$ cat config.mk
export PLATFORM = sky130hd
export DESIGN_NAME = spi_ram_ctrl
export DESIGN_NICKNAME = d
export VERILOG_FILES = /design/src/rtl/spi_ram_pkg.sv /design/src/rtl/spi_ram_ctrl.sv
export SDC_FILE = /design/constraint.sdc
export NUM_CORES = 1
export LEC_CHECK = 0
export CORE_MARGIN = 2
export CORE_UTILIZATION = 40
export DETAILED_ROUTE_END_ITERATION = 8
export PLACE_DENSITY = 0.69
export SYNTH_ARGS = -nofsm -noshare
export SYNTH_HDL_FRONTEND = slang
export SYNTH_SLANG_ARGS = --single-unit
$ cat constraint.sdc
create_clock -name clk -period 2.3 [get_ports clk]
set_input_delay 0.46 -clock clk [delete_from_list [all_inputs] [get_ports clk]]
set_output_delay 0.46 -clock clk [all_outputs]
set_load 0.05 [all_outputs]
$ cat src/rtl/spi_ram_pkg.sv
// Shared command codes and FSM state encoding for the SPI-to-RAM command sequencer.
package spi_ram_pkg;

   typedef enum logic [1:0] {
      CMD_WR_ADDR = 2'b00,
      CMD_WR_DATA = 2'b01,
      CMD_RD_ADDR = 2'b10,
      CMD_RD_DATA = 2'b11
   } cmd_t;

   typedef enum logic [2:0] {
      IDLE     = 3'd0,
      WRITE    = 3'd1,
      RD_ISSUE = 3'd2,
      RD_WAIT  = 3'd3,
      TX_HOLD  = 3'd4
   } state_t;

endpackage

$ cat src/rtl/spi_ram_ctrl.sv
// Command sequencer between the SPI slave word interface and a synchronous single-port RAM.
//
// state    | meaning
// IDLE     | waiting for a command word
// WRITE    | one-cycle RAM write strobe at wr_addr
// RD_ISSUE | one-cycle RAM read strobe at rd_addr
// RD_WAIT  | RD_LAT cycles for mem_rdata, captured on the last one
// TX_HOLD  | tx_valid held until tx_ack or a new command
module spi_ram_ctrl
   import spi_ram_pkg::*;
#(
   parameter int ADDR_W   = 8,
   parameter int RD_LAT   = 1,
   parameter int AUTO_INC = 0
) (
   input  logic              clk,
   input  logic              rst_n,
   input  logic [9:0]        rx_data,
   input  logic              rx_valid,
   output logic [7:0]        tx_data,
   output logic              tx_valid,
   input  logic              tx_ack,
   output logic              mem_en,
   output logic              mem_we,
   output logic [ADDR_W-1:0] mem_addr,
   output logic [7:0]        mem_wdata,
   input  logic [7:0]        mem_rdata,
   output logic              busy,
   output logic              err_ovr,
   output logic              err_seq
);

   localparam logic [1:0] WAIT_LOAD = 2'(RD_LAT - 1);

   state_t            state;
   logic [ADDR_W-1:0] wr_addr;
   logic [ADDR_W-1:0] rd_addr;
   logic              rd_addr_valid;
   logic [1:0]        wait_cnt;

   always_ff @(posedge clk or negedge rst_n) begin
      if (!rst_n) begin
         state         <= IDLE;
         wr_addr       <= '0;
         rd_addr       <= '0;
         rd_addr_valid <= 1'b0;
         wait_cnt      <= '0;
         tx_data       <= '0;
         tx_valid      <= 1'b0;
         mem_en        <= 1'b0;
         mem_we        <= 1'b0;
         mem_addr      <= '0;
         mem_wdata     <= '0;
         busy          <= 1'b0;
         err_ovr       <= 1'b0;
         err_seq       <= 1'b0;
      end else begin
         mem_en  <= 1'b0;
         err_ovr <= 1'b0;
         err_seq <= 1'b0;
         case (state)
            IDLE, TX_HOLD: begin
               if (state == TX_HOLD && (tx_ack || rx_valid)) begin
                  tx_valid <= 1'b0;
                  state    <= IDLE;
               end
               if (rx_valid) begin
                  case (rx_data[9:8])
                     CMD_WR_ADDR: wr_addr <= rx_data[ADDR_W-1:0];
                     CMD_WR_DATA: begin
                        mem_en    <= 1'b1;
                        mem_we    <= 1'b1;
                        mem_addr  <= wr_addr;
                        mem_wdata <= rx_data[7:0];
                        busy      <= 1'b1;
                        state     <= WRITE;
                     end
                     CMD_RD_ADDR: begin
                        rd_addr       <= rx_data[ADDR_W-1:0];
                        rd_addr_valid <= 1'b1;
                     end
                     CMD_RD_DATA: begin
                        if (rd_addr_valid) begin
                           mem_en   <= 1'b1;
                           mem_we   <= 1'b0;
                           mem_addr <= rd_addr;
                           busy     <= 1'b1;
                           state    <= RD_ISSUE;
                        end else begin
                           err_seq <= 1'b1;
                        end
                     end
                  endcase
               end
            end
            WRITE: begin
               if (AUTO_INC != 0) wr_addr <= wr_addr + ADDR_W'(1);
               err_ovr <= rx_valid;
               busy    <= 1'b0;
               state   <= IDLE;
            end
            RD_ISSUE: begin
               if (AUTO_INC != 0) rd_addr <= rd_addr + ADDR_W'(1);
               err_ovr  <= rx_valid;
               wait_cnt <= WAIT_LOAD;
               state    <= RD_WAIT;
            end
            RD_WAIT: begin
               err_ovr <= rx_valid;
               if (wait_cnt == 2'd0) begin
                  tx_data  <= mem_rdata;
                  tx_valid <= 1'b1;
                  busy     <= 1'b0;
                  state    <= TX_HOLD;
               end else begin
                  wait_cnt <= wait_cnt - 2'd1;
               end
            end
            default: begin
               busy  <= 1'b0;
               state <= IDLE;
            end
         endcase
      end
   end

endmodule

==> results.toml, run 1 <==
[run_status]
status = "finished clean"

[timing]
fin_crit_sh = 0.850
setup_viol = 0
rsz0062_at_grt = "false"
fmax_ghz = 0.512
slew-limit-headroom = 0.578
fin_setup_tns_ps = 0
worstMarginPinSlew_ps = 633
finalHoldViolCount = 0
skew_ps = 3.61
worst_slack_ps = 346
slew_violations = 0
period_needed_ps = 1950

[drt]
drt_iter0_drc = 75
vias_per_cell = 4.96
num_vias = 1378
drc = 0
drt_wl_total_um = 4310
ant_nets = 0
wl_per_cell_um = 15.5
dr.pass1.iters = 4

[pwr]
swShare = 0.419
p_seq_frac = 0.370
irDropWorstVdd_mv = 0.703
p_comb_frac = 0.514
p_per_area_nw_per_um2 = 1460
clkPwrFrac = 0.116
power.internal_w = 0.00243
leakage_nw = 1.24
switchingPower_w = 0.00175

[clocking]
cts_made_buffers = 5
root_buffer = "clkbuf_8"
clock_path_buffers = 2
clk_latency_ps = 300
clock_sinks = 52
cts_resized = 0
post_cts_buffers = 0
clk_pin_slew_ps = 90
h-tree-depth = 2
cts_tree = "built"
ctsHoldBuffers = 0

[global_route]
grtUsageTotal = 0.158
grt_max_degree = 30
antenna_found_initial = 0
grt_pass1_vias = 1467
grt_pass1_wl_um = 7360
grt_remaining_overflow = 0

[setup_path]
path_max_fanout = 9
endpoint_kind = "flip-flop"
worst-endpoint-arrival_ps = 2140
cp.required_ps = 2490
worst-setup-path-type = "in -> reg"
start_kind = "input pin"
reg2reg_slack_ps = 460
reg2regPathDepth = 4

[logic_synthesis]
synthArstFlopShare = 1.00
postSynthAreaPerCell_um2 = 14.8
netlist_area_um2 = 2160
synthesis.nets = 169
yosys_warnings = 0
ys_seq_area_frac = 0.602
synth-seq-cells = 52
syn_inst = 146
synth_flop_cell = "dfrtp_1"
synth-edff-count = 0
synth_cell_types = 30

[flow_run]
cap_violations = 0

[layout]
antenna_cells = 0
instances_no_fill = 278
nets = 231
syn_to_final_growth_pct = 32.3
n_fill_cell = 424
drive_above_1_share = 0.327
seqCellArea_um2 = 1300
multi_input_area_um2 = 807
fin_util = 0.552

[min_path]
hold_class = "in -> async"

[floorplan]
start_util = 0.418
die_w_um = 77.5
rows = 26
dieHeight_um = 77.5
coreArea_um2 = 5170
ioPinCount = 52
fp.dieArea_um2 = 6010

[place]
dp_hpwl_um = 3070
pre_cts_slack_ps = 29.5
port_buffers = 51
place_congestion = 0.777
dp.cells = 271
## cell type report
type	count	area share
clock buffers	6	0.0254
clock inverters	1	0.00175
inverters	7	0.00919
multi-input cells	84	0.282
flip-flops and latches	52	0.455
well taps	70	0.0306
repair buffers	58	0.195
## power groups by stage
stage                     Combinational [W]  Sequential [W]  Clock, W
after floorplan                    0.000599         0.00241         0
after global placement              0.00214         0.00154         0
after detailed placement            0.00217         0.00156         0
after CTS                           0.00217         0.00155  0.000505
after global routing                0.00225         0.00160  0.000554
final                               0.00215         0.00155  0.000487
## final timing paths
check | endpoint | start
worst max-delay path | rd_addr[7] | rx_valid
worst min-delay path | wr_addr[3] | rst_n
worst max register to register | rd_addr[7] | state[1]
worst min register to register | mem_wdata[6] | mem_wdata[6]
max in group asynchronous | mem_addr[3] | rst_n
min in group clk | mem_wdata[6] | mem_wdata[6]
## registers in the layout, indices dropped and copies added, names as in the netlist, 2 cells and up
| signal | flops |
|---|---|
| wr_addr | 8 |
| mem_wdata | 8 |
| wait_cnt | 2 |
| mem_addr | 8 |
| tx_data | 8 |
| state | 3 |
| rd_addr | 8 |
## stage by stage
stage	power (W)	hold slack, ps	cell area (µm²)
2_1_floorplan	0.00301	164	2160
3_3_place_gp	0.00367	484	2780
3_5_place_dp	0.00373	492	2780
4_1_cts	0.00423	177	2860
5_1_grt	0.00441	210	2860
6_report	0.00418	167	2860
## placed cells by master (no fill, tap or decap)
cell type / netlist / routed
nor3_1: 1 / 1
ha_1: 1 / 1
o21ai_2: 1 / 1
clkinv_2: 0 / 1
a32oi_1: 1 / 1
a21bo_2: 1 / 1
clkbuf_8: 0 / 5
inv_1: 7 / 7
o31ai_1: 2 / 2
buf_2: 0 / 1
nor3_2: 1 / 1
nand4_1: 1 / 1
a22o_1: 1 / 1
buf_4: 0 / 7
o21ai_0: 2 / 2
clkdlybuf4s50_1: 0 / 50
nor2b_1: 1 / 1
o211ai_1: 1 / 1
and4bb_2: 1 / 1
clkbuf_1: 1 / 1
mux2_2: 40 / 40
mux2_4: 8 / 8
a2bb2oi_1: 1 / 1
a21oi_1: 1 / 1
nor3b_1: 1 / 1
or3b_4: 1 / 1
nor2_1: 3 / 3
nand2_1: 8 / 8
or2_2: 1 / 1
dfrtp_1: 52 / 52
nand2b_1: 2 / 2
or3_1: 1 / 1
nor4b_1: 1 / 1
a211oi_1: 1 / 1
## logic make-up after synthesis
family | Yosys count | share of synthesized area
adders and majority gates | 1 | 0.00579
muxes | 48 | 0.264
and+or+nand+nor | 23 | 0.0620
DFF | 52 | 0.602
buffers and inverters | 10 | 0.0243
AOI/OAI and AO/OA | 12 | 0.0417
## metal layers
metal	global-route usage	part of all wire	wire (µm)	up-vias
met5	0	0	0	-
met4	0.0643	0.018	78	0
met3	0.0349	0.027	116	8
met2	0.279	0.52	2230	27
met1	0.187	0.44	1880	705
li1	-	-	-	638
## critical path, cell delays in order
cell and delay, ps:
clkdlybuf4s50_1 480, or3b_4 380, or3_1 320, buf_4 200, mux2_4 300
## Yosys cell counts, types with 2 or more instances
cell	number	area, µm²
buf_6	2	22.5
dfrtp_1	52	1300
inv_1	7	26.3
mux2_2	40	450
mux2_4	8	120
nand2_1	8	30.0
nand2b_1	2	12.5
nor2_1	3	11.3
o21ai_0	2	10.0
o31ai_1	2	15.0
Power figures use the tool's default switching activity.
==> inputs of run 2 (changes only) <==
--- a/config.mk
+++ b/config.mk
@@ -8,7 +8,7 @@
 export CORE_MARGIN = 2
 export CORE_UTILIZATION = 40
 export DETAILED_ROUTE_END_ITERATION = 8
-export PLACE_DENSITY = 0.69
+export PLACE_DENSITY = 0.71
 export SYNTH_ARGS = -nofsm -noshare
 export SYNTH_HDL_FRONTEND = slang
 export SYNTH_SLANG_ARGS = --single-unit
==> constraint.sdc (replaced) <==
create_clock -name clk -period 1.7 [get_ports clk]
set_input_delay 0.34 -clock clk [delete_from_list [all_inputs] [get_ports clk]]
set_output_delay 0.34 -clock clk [all_outputs]
set_load 0.05 [all_outputs]
==> run 2 against run 1 <==
  * Critical path depth down 1
  * Clock power up 73%
  * First-iteration DRC count down 51%
  * Sequential share of layout area down 1.8 points
  * Via count up 2.1%
  * Core utilization up 2.3 points
  * Cell count up 4.7%
  * Clock skew up 6.9 ps
  * Largest cell class unchanged
==> results.toml, run 2 (synthesis gave the netlist of run 1 again) <==
[run_status]
status = "finished clean"

[timing]
setup_viol = 0
period_needed_ps = 1700
rsz0062_at_grt = "true"
slew_violations = 0
slew-limit-headroom = 0.621
fmax_ghz = 0.589
fin_crit_sh = 0.999
whs_ps = 22.1
skew_ps = 10.5
finalHoldViolCount = 0
worst_slack_ps = 0.976
worstMarginPinSlew_ps = 569

[clocking]
h-tree-depth = 2
clk_latency_ps = 300
clk_pin_slew_ps = 100
clock_path_buffers = 2
ctsHoldBuffers = 0
root_buffer = "clkbuf_8"
clock_sinks = 52
cts_made_buffers = 5
cts_tree = "built"

[layout]
drive_above_1_share = 0.511
fin_util = 0.575
antenna_cells = 0
layout_commonest_cell = "dfrtp_1"
final_cell_mix = "dfrtp_1, buf_4, mux2_2"
syn_to_final_growth_pct = 37.8
instances_no_fill = 291
n_fill_cell = 428
nets = 243

[floorplan]
dieHeight_um = 77.5
start_util = 0.418
die_w_um = 77.5
rows = 26
fp.dieArea_um2 = 6010
coreArea_um2 = 5170
ioPinCount = 52

[drt]
ant_nets = 0
wl_per_cell_um = 14.7
dr.pass1.iters = 4
drt_iter0_drc = 37
drt_wl_total_um = 4290
num_vias = 1407
drc = 0
vias_per_cell = 4.84

[pwr]
leakage_nw = 1.38
clkPwrFrac = 0.145
p_seq_frac = 0.357
p_per_area_nw_per_um2 = 1960
swShare = 0.416
p_comb_frac = 0.498
switchingPower_w = 0.00242
p_total_w = 0.00582
power.internal_w = 0.00340
irDropWorstVdd_mv = 1.07

[setup_path]
reg2reg_slack_ps = 1
max_stage_delay_ps = 400
worst-path-buf-inv = 1
r2r_end = "rd_addr[7]"
start_kind = "flip-flop"
path_max_fanout = 5
reg2regPathDepth = 4
cp_top_family = "simple AND/OR/NAND/NOR gates"
cp.required_ps = 1890
cp_cell_sequence = "or3b_4, or3_4, buf_6, mux2_4"
endpoint_kind = "flip-flop"
worst-setup-path-type = "reg -> reg"
r2r-start = "state[0]"
critPathSlowestCell = "dfrtp_1"
worst-endpoint-arrival_ps = 1890

[place]
dp_hpwl_um = 3140
place_congestion = 0.809
pre_cts_slack_ps = -426
port_buffers = 51
dp.cells = 282

[global_route]
grt_remaining_overflow = 0
grtUsageTotal = 0.152
grt_max_degree = 27
antenna_found_initial = 0
grt_pass1_wl_um = 7100
grt_pass1_vias = 1507

[flow_run]
cap_violations = 0

[min_path]
hold_class = "in -> async"
-- run 2: layout make-up --
type | instances | area [µm²] | area share
Sequential cell | 52 | 1300 | 0.437
Multi-Input combinational cell | 84 | 825 | 0.277
Timing Repair Buffer | 70 | 621 | 0.208
Tap cell | 70 | 87.6 | 0.0294
Clock buffer | 5 | 68.8 | 0.0231
Clock inverter | 3 | 47.5 | 0.0160
Inverter | 7 | 26.3 | 0.00883
-- run 2: power groups by stage --
stage	registers, W	logic (W)	clock network, W
finish	0.00208	0.00290	0.000844
detailed placement	0.00210	0.00290	0
CTS	0.00208	0.00291	0.000875
global placement	0.00207	0.00286	0
global route	0.00216	0.00304	0.000933
floorplan	0.00326	0.000811	0
-- run 2: routing by layer --
metal	wire [µm]	up-vias	GRT usage
met2	2150	39	0.255
met3	204	10	0.0430
met1	1850	700	0.187
met5	0	-	0
li1	-	658	-
met4	80	0	0.0554
-- run 2: worst max-delay path by stage --
stage                        start    endpoint  cells past startpoint  slack (ps)
after global routing      state[0]  wr_addr[5]                      5         -20
after detailed placement  rx_valid  rd_addr[5]                      5        -430
after CTS                 state[0]  rd_addr[5]                      4         -40
after global placement    rx_valid  rd_addr[3]                      5        -440
final                     state[0]  rd_addr[7]                      4           1
after floorplan           state[1]  rd_addr[0]                      5         -40
-- run 2: per-stage QoR --
step,instance area (µm²),TNS (ps)
2_1_floorplan,2160,-490
3_3_place_gp,2830,-9320
3_5_place_dp,2830,-9290
4_1_cts,2960,-285
5_1_grt,2980,-212
6_report,2980,0
-- run 2: repair_timing --
action	CTS	global route
gates resized for setup	6	3
gates cloned	1	0
endpoints found under the setup margin	16	22
setup buffers	0	0
pin swaps	2	1
